===== src/rtl/booth_mul_arbiter_if.sv =====
// booth_mul_arbiter_if: request, response and multiplier signal bundle for booth_mul_arbiter
//   req0_* / req1_* : requester valid/ready handshakes carrying 32-bit two's complement operands
//   resp_*          : product return handshake with the id of the issuing requester
//   mul_x/mul_y/mul_p : operands to and product from the shared external Booth multiplier
//   busy            : block is occupied by an operation
interface booth_mul_arbiter_if;
   logic        req0_valid;
   logic        req0_ready;
   logic [31:0] req0_a;
   logic [31:0] req0_b;
   logic        req1_valid;
   logic        req1_ready;
   logic [31:0] req1_a;
   logic [31:0] req1_b;
   logic        resp_valid;
   logic        resp_ready;
   logic        resp_id;
   logic [63:0] resp_p;
   logic [31:0] mul_x;
   logic [31:0] mul_y;
   logic [63:0] mul_p;
   logic        busy;
   modport slave (
      input  req0_valid, req0_a, req0_b, req1_valid, req1_a, req1_b, resp_ready, mul_p,
      output req0_ready, req1_ready, resp_valid, resp_id, resp_p, mul_x, mul_y, busy
   );
   modport master (
      output req0_valid, req0_a, req0_b, req1_valid, req1_a, req1_b, resp_ready, mul_p,
      input  req0_ready, req1_ready, resp_valid, resp_id, resp_p, mul_x, mul_y, busy
   );
endinterface


===== src/rtl/booth_mul_arbiter.sv =====
// booth_mul_arbiter: round-robin sharing of one external 32x32 signed Booth multiplier between two requesters
//   clk : system clock, rising edge
//   rst : synchronous active-high reset
//   bus : slave side of booth_mul_arbiter_if (requester handshakes, response, multiplier operands/product, busy)
module booth_mul_arbiter #(
   parameter int MUL_LAT = 2
) (
   input logic               clk,
   input logic               rst,
   booth_mul_arbiter_if.slave bus
);
   typedef enum logic [1:0] {IDLE, WAIT, DONE} state_t;
   state_t      state;
   state_t      nxt;
   logic        last_grant;
   logic        id;
   logic        grant;
   logic        idle;
   logic        rdy0;
   logic        rdy1;
   logic        take;
   logic [31:0] op_a;
   logic [31:0] op_b;
   logic [3:0]  cnt;
   logic [63:0] resp_p;
   logic        resp_id;
   logic        resp_valid;
   // On a tie the requester that did not win last time gets the multiplier
   assign grant = (bus.req0_valid && bus.req1_valid) ? ~last_grant : bus.req1_valid;
   // No acceptance while reset is asserted, even from IDLE
   assign idle = (state == IDLE) && !rst;
   assign rdy0 = idle && bus.req0_valid && !grant;
   assign rdy1 = idle && bus.req1_valid && grant;
   assign take = rdy0 || rdy1;
   assign bus.req0_ready = rdy0;
   assign bus.req1_ready = rdy1;
   assign bus.mul_x = op_a;
   assign bus.mul_y = op_b;
   assign bus.resp_p = resp_p;
   assign bus.resp_id = resp_id;
   assign bus.resp_valid = resp_valid;
   assign bus.busy = state != IDLE;
   always_ff @(posedge clk)
      state <= rst ? IDLE : nxt;
   always_comb begin
      nxt = state;
      if (state == IDLE && take) nxt = WAIT;
      else if (state == WAIT && cnt == 4'd0) nxt = DONE;
      else if (state == DONE && bus.resp_ready) nxt = IDLE;
   end
   // Operands stay frozen through WAIT so the multicycle path through the multiplier settles
   always_ff @(posedge clk) begin
      if (rst) begin
         last_grant <= 1'b1;
         id <= 1'b0;
         op_a <= '0;
         op_b <= '0;
         cnt <= '0;
         resp_p <= '0;
         resp_id <= 1'b0;
         resp_valid <= 1'b0;
      end else begin
         if (take) begin
            op_a <= grant ? bus.req1_a : bus.req0_a;
            op_b <= grant ? bus.req1_b : bus.req0_b;
            id <= grant;
            last_grant <= grant;
            cnt <= 4'(MUL_LAT - 1);
         end else if (state == WAIT && cnt != 4'd0) begin
            cnt <= cnt - 4'd1;
         end
         if (state == WAIT && cnt == 4'd0) begin
            resp_p <= bus.mul_p;
            resp_id <= id;
            resp_valid <= 1'b1;
         end else if (state == DONE && bus.resp_ready) begin
            resp_valid <= 1'b0;
         end
      end
   end
endmodule


===== src/flat_wrapper.sv =====
// flat-port wrapper written by rule: the top's interface ports become plain ports
module booth_mul_arbiter_flat 
#(
   parameter int MUL_LAT = 2
)
  (clk, rst, bus_req0_valid, bus_req0_a, bus_req0_b, bus_req1_valid, bus_req1_a, bus_req1_b, bus_resp_ready, bus_mul_p, bus_req0_ready, bus_req1_ready, bus_resp_valid, bus_resp_id, bus_resp_p, bus_mul_x, bus_mul_y, bus_busy);
  booth_mul_arbiter_if bus_i ();
  input logic clk;
  input logic rst;
  input wire logic [$bits(bus_i.req0_valid)-1:0] bus_req0_valid;
  input wire logic [$bits(bus_i.req0_a)-1:0] bus_req0_a;
  input wire logic [$bits(bus_i.req0_b)-1:0] bus_req0_b;
  input wire logic [$bits(bus_i.req1_valid)-1:0] bus_req1_valid;
  input wire logic [$bits(bus_i.req1_a)-1:0] bus_req1_a;
  input wire logic [$bits(bus_i.req1_b)-1:0] bus_req1_b;
  input wire logic [$bits(bus_i.resp_ready)-1:0] bus_resp_ready;
  input wire logic [$bits(bus_i.mul_p)-1:0] bus_mul_p;
  output wire logic [$bits(bus_i.req0_ready)-1:0] bus_req0_ready;
  output wire logic [$bits(bus_i.req1_ready)-1:0] bus_req1_ready;
  output wire logic [$bits(bus_i.resp_valid)-1:0] bus_resp_valid;
  output wire logic [$bits(bus_i.resp_id)-1:0] bus_resp_id;
  output wire logic [$bits(bus_i.resp_p)-1:0] bus_resp_p;
  output wire logic [$bits(bus_i.mul_x)-1:0] bus_mul_x;
  output wire logic [$bits(bus_i.mul_y)-1:0] bus_mul_y;
  output wire logic [$bits(bus_i.busy)-1:0] bus_busy;
  assign bus_i.req0_valid = bus_req0_valid;
  assign bus_i.req0_a = bus_req0_a;
  assign bus_i.req0_b = bus_req0_b;
  assign bus_i.req1_valid = bus_req1_valid;
  assign bus_i.req1_a = bus_req1_a;
  assign bus_i.req1_b = bus_req1_b;
  assign bus_i.resp_ready = bus_resp_ready;
  assign bus_i.mul_p = bus_mul_p;
  assign bus_req0_ready = bus_i.req0_ready;
  assign bus_req1_ready = bus_i.req1_ready;
  assign bus_resp_valid = bus_i.resp_valid;
  assign bus_resp_id = bus_i.resp_id;
  assign bus_resp_p = bus_i.resp_p;
  assign bus_mul_x = bus_i.mul_x;
  assign bus_mul_y = bus_i.mul_y;
  assign bus_busy = bus_i.busy;
  booth_mul_arbiter #(.MUL_LAT(MUL_LAT)) u_core (.clk(clk), .rst(rst), .bus(bus_i));
endmodule

===== config.mk =====
export PLATFORM = sky130hd
export DESIGN_NAME = booth_mul_arbiter_flat
export DESIGN_NICKNAME = d
export VERILOG_FILES = /design/src/rtl/booth_mul_arbiter_if.sv /design/src/rtl/booth_mul_arbiter.sv /design/src/flat_wrapper.sv
export SDC_FILE = /design/constraint.sdc
export NUM_CORES = 1
export LEC_CHECK = 0
export CAP_MARGIN = 5
export CORE_MARGIN = 1
export CORE_UTILIZATION = 36
export DETAILED_ROUTE_END_ITERATION = 10
export PLACE_DENSITY = 0.78
export SYNTH_ARGS = -nofsm -noshare
export SYNTH_HDL_FRONTEND = slang
export SYNTH_SLANG_ARGS = --single-unit
export TNS_END_PERCENT = 100

===== constraint.sdc =====
create_clock -name clk -period 1.5 [get_ports clk]
set_input_delay 0.3 -clock clk [delete_from_list [all_inputs] [get_ports clk]]
set_output_delay 0.3 -clock clk [all_outputs]
set_load 0.02 [all_outputs]

* Word-level counts from Yosys, hierarchy flattened *
Index checks and enable logic that the tools add are counted.

storage, ports and cells
  bits in registers = 138
  input bits = 197
  output and inout bits = 133
  logic and storage cells = 47

cells by class
  add/sub/neg operators = 1
  equality and inequality tests = 2
  mux-type cells = 10
  bitwise gates (word level) = 1
  reduce and logical (&&, ||, !) cells = 22

operators by type and width
  operator                                              number
  two-way mux 32 bit                                    2
  logical AND 1 bit                                     10
  two-way mux 1 bit                                     6
  nonzero test 2 bit                                    3
  logical NOT 4 bit                                     1
  two-way mux 2 bit                                     2
  nonzero test 4 bit                                    1
  OR reduction 2 bit                                    2
  subtractor 4 x 1 -> 4 bit (second input constant)     1
  nonzero test 3 bit                                    1
  equality test 2 x 1 -> 1 bit (second input constant)  1
  equality test 2 bit (second input constant)           1
  logical NOT 1 bit                                     2
  logical NOT 2 bit                                     1
  logical OR 1 bit                                      1
  NOT 1 bit                                             1

* Longest topological paths before layout *
Gate-level depths: netlist (run 1).

  depth in word-level cells = 7
  mapped depth = 8
  gate-level depth less buffers = 5

* Worst setup path after synthesis (run 1) *
OpenSTA, ideal clock, no wires.

  path type = reg-to-output
  from = register u_core.state[0]
  to = output port bus_req1_ready
  arrival time = 1.333 ns
  required time = 1.200 ns
  path slack = -0.133 ns
  stages on the path, launching flop included = 5
  buffers on the path = 1
  cells stage by stage = dfxtp_1 -> buf_2 -> nor2_1 -> inv_1 -> nor3_1

on the way
  longest elaborated chain between the ends = 4

RTL lines
  what                             line                     RTL
  start, declared                  booth_mul_arbiter.sv:13  state_t state;
  start signal, assigned           booth_mul_arbiter.sv:44  state <= rst ? IDLE : nxt;
  logical NOT 2 bit                booth_mul_arbiter.sv:31  assign idle = (state == IDLE) && !rst;
  logical AND 1 bit                booth_mul_arbiter.sv:31
  logical AND 1 bit (2 in series)  booth_mul_arbiter.sv:33  assign rdy1 = idle && bus.req1_valid && grant;
  end, declared                    flat_wrapper.sv:19       output wire logic [$bits(bus_i.req1_ready)-1:0] bus_req1_ready;

Every way passes these cells.

* Worst setup path in the final report (run 1) *
  from = register u_core.state[1]
  to = register u_core.resp_p[21] (netlist: u_core.bus.resp_p[21])

on the way
  longest elaborated chain between the ends = 2

RTL lines
  what                          line                     RTL
  equality test 2 x 1 -> 1 bit  booth_mul_arbiter.sv:72  if (state == WAIT && cnt == 4'd0) begin
  logical AND 1 bit             booth_mul_arbiter.sv:72
  end signal, assigned          booth_mul_arbiter.sv:73  resp_p <= bus.mul_p;
  end, declared                 booth_mul_arbiter.sv:25  logic [63:0] resp_p;

Every way passes these cells.
A chain may end at the register's enable or synchronous reset.

==> metrics.md, run 1 <==
| Metric | Value |
|---|---|
| Core area | `16,700 um^2` |
| I/O Buffers | `329` |
| Leakage power | `4.48 nW` |
| Failing checks | `negative setup slack` |
| Gpl congestion | `0.795` |
| Starting density of the core | `0.371` |
| Power, Total | `11.1 mW` |
| CP Data Arrival Time | `1990 ps` |
| Syn nets | `914` |
| Final #Nets | `1,248` |
| CP top delay family | `buffers and inverters` |
| First-pass GRT wire length | `33,800 um` |
| Final Hold Vio Count | `0` |
| Die Span Y | `133 um` |
| TritonCTS clock tree | `built` |
| Wire per inst | `19.2 um` |
| Clk_skew | `16.0 ps` |
| Antenna Violating Nets Remaining | `0` |
| Gr usage total | `0.242` |
| Status | `finished with violations` |
| Final wirelength | `24,700 um` |
| Cts bufs inserted | `17` |
| Number of remaining DRC errors | `0` |
| Post-synth top area cell | `dfxtp_1` |
| Final setup vio count | `57` |
| Worst rel slew slack | `0.541` |
| Fill count | `1,329` |
| Crit Path Class | `flop to flop` |
| Reg2reg path depth | `8` |
| CTS Root Cell | `clkbuf_16` |
| Slowest stage delay, CP | `360 ps` |
| Avg Vias per Cell | `5.39` |
| Top cells by area, synth | `dfxtp_1, a311oi_2, a21oi_1, nand2_1, o21ai_0` |
| Worst skew pair latency | `410 ps` |
| Initial antenna violation count | `2` |
| WP buf/inv | `5` |
| Layout cells sized above 1 | `0.262` |
| Most common cell after layout, fill and taps aside | `clkdlybuf4s50_1` |
| CTS clk-pin slew, worst paths | `60 ps` |
| Largest net degree at the start of global routing | `67` |
| IO Pins | `330` |
| CTS sink count | `138` |
| Synth warn | `0` |
| Final Critical Period | `1660 ps` |
| Die Span X | `133 um` |
| Tightest Pin Transition | `688 ps` |
| CP max-delay cell | `and3b_4` |
| Register area share after synthesis | `0.446` |
| Mapped Area | `6190 um^2` |
| Post-CTS Hold Fix Bufs | `0` |
| Req. time, crit path | `1830 ps` |
| Critical path depth | `8` |
| Area growth, synth to finish | `82.6%` |
| Max Buffers Root-to-Sink | `2` |
| Fmax | `603 MHz` |
| Synthesized flop and latch total | `138` |
| Yosys cell types | `35` |
| CP Max Fanout | `8` |
| Crit. End Element | `flop` |
| Non-Filler Instances | `1,285` |
| GRT overflow | `0` |
| Vias in the first global route | `6,463` |
| Place WS | `-587 ps` |
| DRT Pass-1 Iters | `5` |
| Max-Cap Viols | `0` |
| Gate Count Post-Synth | `716` |
| CP cell instances | `buf_6 -> buf_6 -> and3b_4 -> buf_12 -> buf_12 -> clkbuf_16 -> nand3_1 -> a21oi_1` |
| Initial DRC Count | `276` |
| Worst vdd ir | `847 uV` |
| Hold Path Class | `primary input to flop` |
| Fin. max-slew vios | `0` |
| DP HPWL | `14,700 um` |
| RSZ-0062 raised after global routing | `yes` |
| Post-Route Utilization | `0.677` |
| WHS Path Cells | `3` |
| Min setup slack post-route | `-159 ps` |
| Hold slack | `415 ps` |
| Cells after DPL | `1,221` |
| CTS H-Tree Depth | `4` |
| Post-synth top area share | `0.446` |
| Critical path launch point type | `flop` |
| Pwr Density | `979 nW/um^2` |
| Fin crit share | `1.11` |
| Die area | `17,700 um^2` |
| Via count | `6,922` |
| Syn Area/Cell | `8.65 um^2` |
| Most frequent cells in the layout | `clkdlybuf4s50_1, dfxtp_1, dlygate4sd2_1` |
| Cell row count | `47` |
-- final cells by class --
| cell class | instances | area (um^2) | share of cell area |
|---|---|---|---|
| Timing Repair Buffer | 396 | 4060 | 0.359 |
| Multi-Input combinational cell | 493 | 3650 | 0.323 |
| Sequential cell | 138 | 2770 | 0.245 |
| Clock buffer | 20 | 447 | 0.0395 |
| Tap cell | 220 | 275 | 0.0243 |
| Clock inverter | 12 | 91.3 | 0.00807 |
| Inverter | 4 | 15.0 | 0.00133 |
| Antenna cell | 2 | 5.00 | 0.000442 |
-- per-stage QoR --
stage	setup TNS, ps	cell area, um^2
after floorplan	0	6200
after global placement	-33910	9770
after detailed placement	-36520	9770
after CTS	-386	10300
after global routing	-6090	11300
final	-2570	11300
-- cells in the mapped netlist --
library cell    n
or3_1           1
o21ai_0        66
a22oi_1         1
nand2_1       132
a21bo_1         1
buf_4           4
a21o_1          1
ha_1            1
buf_2          34
buf_6           8
nand3b_1        3
nor2_1          3
or2_0           1
or3b_1          2
nor2b_1         2
and3_1          1
inv_1           4
or4b_1          1
nor3_1          1
a311oi_1        6
a311oi_2       60
or2_1           1
clkbuf_1       26
nand2b_1        1
a21oi_1       135
a221oi_1        1
and2_1          1
a221o_1         1
o21ai_1         2
nor3_4          1
a21boi_1        1
dfxtp_1       138
and3b_1         1
nand3_1        65
buf_1           9
-- registers in the layout, summed over array words and instances (netlist names) --
name and count:
u_core.bus.resp_p 64, u_core.bus.mul_x 32, u_core.bus.mul_y 32, u_core.cnt 4
u_core.state 2, u_core.bus.resp_id 1, u_core.bus.resp_valid 1, u_core.id 1
u_core.last_grant 1
-- worst paths after layout --
check | from | to | slack (ps)
setup / recovery | u_core.state[1] | u_core.bus.resp_p[21] | -160
hold reg to reg | u_core.bus.resp_p[33] | u_core.bus.resp_p[33] | 460
setup reg to reg | u_core.state[1] | u_core.bus.resp_p[21] | -160
hold / removal | rst | u_core.id | 410
-- kinds of logic (layout without fill, tap and decap cells) --
family,after synthesis,after routing,synth area share
other,0,2,0
and+or+nand+nor,217,217,0.155
adders and majority gates,1,1,0.00202
buffers and inverters,85,432,0.0705
AOI/OAI and AO/OA,275,275,0.326
DFF,138,138,0.446
-- power breakdown --
| part | internal (mW) | switching, mW | total [mW] |
|---|---|---|---|
| registers | 3.96 | 0.152 | 4.11 |
| logic | 1.51 | 1.61 | 3.12 |
| clock network | 2.17 | 1.67 | 3.85 |
-- layer usage --
layer / global-route usage / wire, um / vias up
met4: 0.0966 / 588 / 0
met2: 0.413 / 12500 / 304
met1: 0.282 / 9660 / 3308
met5: 0 / 0 / -
met3: 0.0761 / 1950 / 36
li1: - / - / 3274
-- worst register-to-register path, cell delays in order, from the launching register on --
cell and delay [ps]:
dfxtp_4 350, buf_6 120, buf_6 120, and3b_4 360, buf_12 130, buf_12 100, clkbuf_16 140, nand3_1 90
a21oi_1 180
-- timing repair --
| item | in CTS | in global routing |
|---|---|---|
| setup buffers | 6 | 11 |
| endpoints found under the setup margin | 196 | 86 |
| pin swaps | 1 | 78 |
| resized for setup | 162 | 180 |
| cloned | 2 | 11 |
(Power assumes the default switching activity.)
==> run 2: changes to the inputs <==
--- a/config.mk
+++ b/config.mk
@@ -6,10 +6,12 @@
 export NUM_CORES = 1
 export LEC_CHECK = 0
 export CAP_MARGIN = 5
-export CORE_MARGIN = 1
-export CORE_UTILIZATION = 36
+export CORE_AREA = 2 2 128 130
 export DETAILED_ROUTE_END_ITERATION = 10
-export PLACE_DENSITY = 0.78
+export DIE_AREA = 0 0 130 132
+export PLACE_DENSITY = 0.8
+export SETUP_SLACK_MARGIN = 0.02
+export SKIP_LAST_GASP = 1
 export SYNTH_ARGS = -nofsm -noshare
 export SYNTH_HDL_FRONTEND = slang
 export SYNTH_SLANG_ARGS = --single-unit
==> constraint.sdc (replaced) <==
create_clock -name clk -period 1.6 [get_ports clk]
set_input_delay 0.32 -clock clk [delete_from_list [all_inputs] [get_ports clk]]
set_output_delay 0.32 -clock clk [all_outputs]
set_load 0.02 [all_outputs]
==> run 2 against run 1 <==
  * The run still ends with negative setup slack left
  * Register-to-register slack better by 230 ps
  * Setup slack better by 53 ps
  * Non-clock buffer count is 27 lower
  * Via count is 3.8% lower
  * Global-route usage grew 0.61 points
  * Design area fell by 8.5%
  * Sequential power shrank 6.6%
  * Highest routed layer is now met5
  * Worst hold slack improved by 20 ps
  * Critical path depth fell by 4
==> metrics.md, run 2 (synthesized netlist as in run 1, its figures left out) <==
| Metric | Value |
|---|---|
| Post-CTS Hold Fix Bufs | `0 (unchanged)` |
| RSZ-0062 raised after global routing | `yes` |
| Final #Nets | `1,221 (-2.2%)` |
| Final Hold Vio Count | `0 (unchanged)` |
| Worst rel slew slack | `0.636 (+0.0948)` |
| Area of the multi-input gates | `3040 um^2 (-17%)` |
| Tightest Pin Transition | `546 ps (-142 ps)` |
| Starting density of the core | `0.394 (+0.0233)` |
| Largest Register | `u_core.bus.resp_p` |
| Avg Vias per Cell | `5.31 (-1.4%)` |
| Status | `finished with violations` |
| CP Max Fanout | `2 (-6)` |
| Final wirelength | `22,200 um (-10%)` |
| Worst skew pair latency | `420 ps (about the same)` |
| RR Startpoint | `u_core.cnt[0]` |
| Crit. End Element | `output port` |
| Max-Cap Viols | `0 (unchanged)` |
| Layout cells sized above 1 | `0.145 (-0.117)` |
| Cells after DPL | `1,215 (-0.49%)` |
| Number of remaining DRC errors | `0 (unchanged)` |
| Fin. max-slew vios | `0 (unchanged)` |
| Placed Area | `9760 um^2 (about the same)` |
| Vias in the first global route | `6,572 (+1.7%)` |
| Final setup TNS | `-256 ps (+2310 ps)` |
| Pwr Density | `1010 nW/um^2 (+2.9%)` |
| Worst vdd ir | `716 uV (-15%)` |
| Hold Path Class | `primary input to flop` |
| Fin crit share | `1.07` |
| Initial DRC Count | `298 (+8.0%)` |
| Crit Path Class | `flop to output port` |
| Most frequent cells in the layout | `clkdlybuf4s50_1, a21oi_1, dfxtp_1` |
| Final setup vio count | `3 (-95%)` |
| CTS Root Cell | `clkbuf_16` |
| DP HPWL | `14,900 um (+1.4%)` |
| Gr usage total | `0.248 (+0.00612)` |
| Leakage power | `4.23 nW (-5.6%)` |
| Most common cell after layout, fill and taps aside | `clkdlybuf4s50_1` |
| TritonCTS clock tree | `built` |
| WHS Path Cells | `3 (unchanged)` |
| Final instance area | `10,300 um^2 (-8.5%)` |
| Largest net degree at the start of global routing | `78 (+16%)` |
| GRT overflow | `0 (unchanged)` |
| Max Buffers Root-to-Sink | `2 (unchanged)` |
| Reg2Reg Setup Slack | `70 ps (+230 ps)` |
| Final Critical Period | `1710 ps` |
| Fill count | `1,322 (-0.53%)` |
| Place WS | `-556 ps (+30.9 ps)` |
| Non-Filler Instances | `1,254 (-2.4%)` |
| Die Span Y | `132 um (-0.88%)` |
| Hold endpoint | `u_core.bus.resp_p[36]` |
| CP Data Arrival Time | `1390 ps (-600 ps)` |
| Critical R2R Capture | `u_core.cnt[3]` |
| Reg2reg path depth | `5 (-3)` |
| Antenna Violating Nets Remaining | `0 (unchanged)` |
| Die Span X | `130 um (-2.4%)` |
| Min setup slack post-route | `-106 ps (+52.6 ps)` |
| Gpl congestion | `0.800 (+0.69%)` |
| Cell row count | `46 (-2.1%)` |
| Failing checks | `negative setup slack` |
| Die area | `17,200 um^2 (-3.2%)` |
| Via count | `6,662 (-3.8%)` |
| Cts bufs inserted | `17 (unchanged)` |
| Initial antenna violation count | `3 (+1)` |
| Req. time, crit path | `1280 ps (-550 ps)` |
| Critical path launch point type | `flop` |
| Fmax | `586 MHz` |
| CTS sink count | `138 (unchanged)` |
| Core area | `15,700 um^2 (-5.9%)` |
| DRT Pass-1 Iters | `6 (+1)` |
| I/O Buffers | `329 (unchanged)` |
| Min-delay src | `rst` |
| Area growth, synth to finish | `67.0%` |
| First-pass GRT wire length | `34,100 um (+0.72%)` |
| CTS H-Tree Depth | `4 (unchanged)` |
| Max FFs per register | `64 (unchanged)` |
| Reg area | `2770 um^2 (-0.18%)` |
| Wire per inst | `17.7 um (-8.0%)` |
| IO Pins | `330 (unchanged)` |
| CTS clk-pin slew, worst paths | `60 ps (about the same)` |
| Clk_skew | `7.73 ps (-8.27 ps)` |
run 2: cell types whose count changed in the layout (fill, tap and decap cells not counted), sizes merged, moves of 2 or more:
| cell | change |
|---|---|
| inv | +3 |
| clkbuf | -8 |
| buf | -21 |
| bufinv | +2 |
| bufbuf | -2 |
| clkinvlp | +2 |
| clkinv | -4 |
run 2: power by group:
part	leakage (nW)	switching, mW	internal (mW)
logic	2.81	1.32	1.21
clock network	0.285	1.70	2.36
registers	1.13	0.132	3.71
total	4.23	3.16	7.27
run 2: worst max path at each step:
stage / from / to / slack [ps]
after floorplan: u_core.state[0] / bus_req0_ready / 60
after global placement: bus_req1_valid / bus_req1_ready / -570
after detailed placement: bus_req1_valid / bus_req1_ready / -560
after CTS: u_core.state[1] / bus_req1_ready / -170
after global routing: u_core.state[0] / bus_req0_ready / -160
final: u_core.state[0] / bus_req0_ready / -110
run 2: per-layer routing:
| metal | part of all wire | track usage | vias to the layer above |
|---|---|---|---|
| met1 | 0.37 | 0.267 | 3157 |
| li1 | - | - | 3208 |
| met3 | 0.092 | 0.0994 | 43 |
| met5 | 0.00059 | 0 | - |
| met4 | 0.028 | 0.106 | 2 |
| met2 | 0.51 | 0.427 | 252 |
run 2: layout make-up:
| class | count | area share |
|---|---|---|
| timing repair buffer | 369 | 0.352 |
| antenna | 2 | 0.000484 |
| clock buffer | 17 | 0.0411 |
| multi-input combinational | 493 | 0.293 |
| tap | 216 | 0.0261 |
| inverter | 4 | 0.00145 |
| sequential | 138 | 0.267 |
| clock inverter | 15 | 0.0178 |
run 2: worst max-delay path, cell delays in order, from the launching register on:
cell     delay [ps]
dfxtp_2         320
buf_6           120
nor3_4          190
and3_4          210
buf_6           120
run 2: stage by stage:
| step | util | hold WS, ps | total power, mW |
|---|---|---|---|
| floorplan | - | 443 | 5.23 |
| global placement | 0.621 | 446 | 6.50 |
| detailed placement | 0.621 | 453 | 6.54 |
| CTS | 0.653 | 427 | 10.5 |
| global route | 0.659 | 442 | 10.8 |
| finish | 0.659 | 435 | 10.4 |
run 2: repair_timing:
action                     4_1_cts  5_1_grt
gates cloned                     0        2
pin swaps                        2        0
setup endpoints to repair      136       34
gates resized for setup        147        9
setup buffers                    3        0
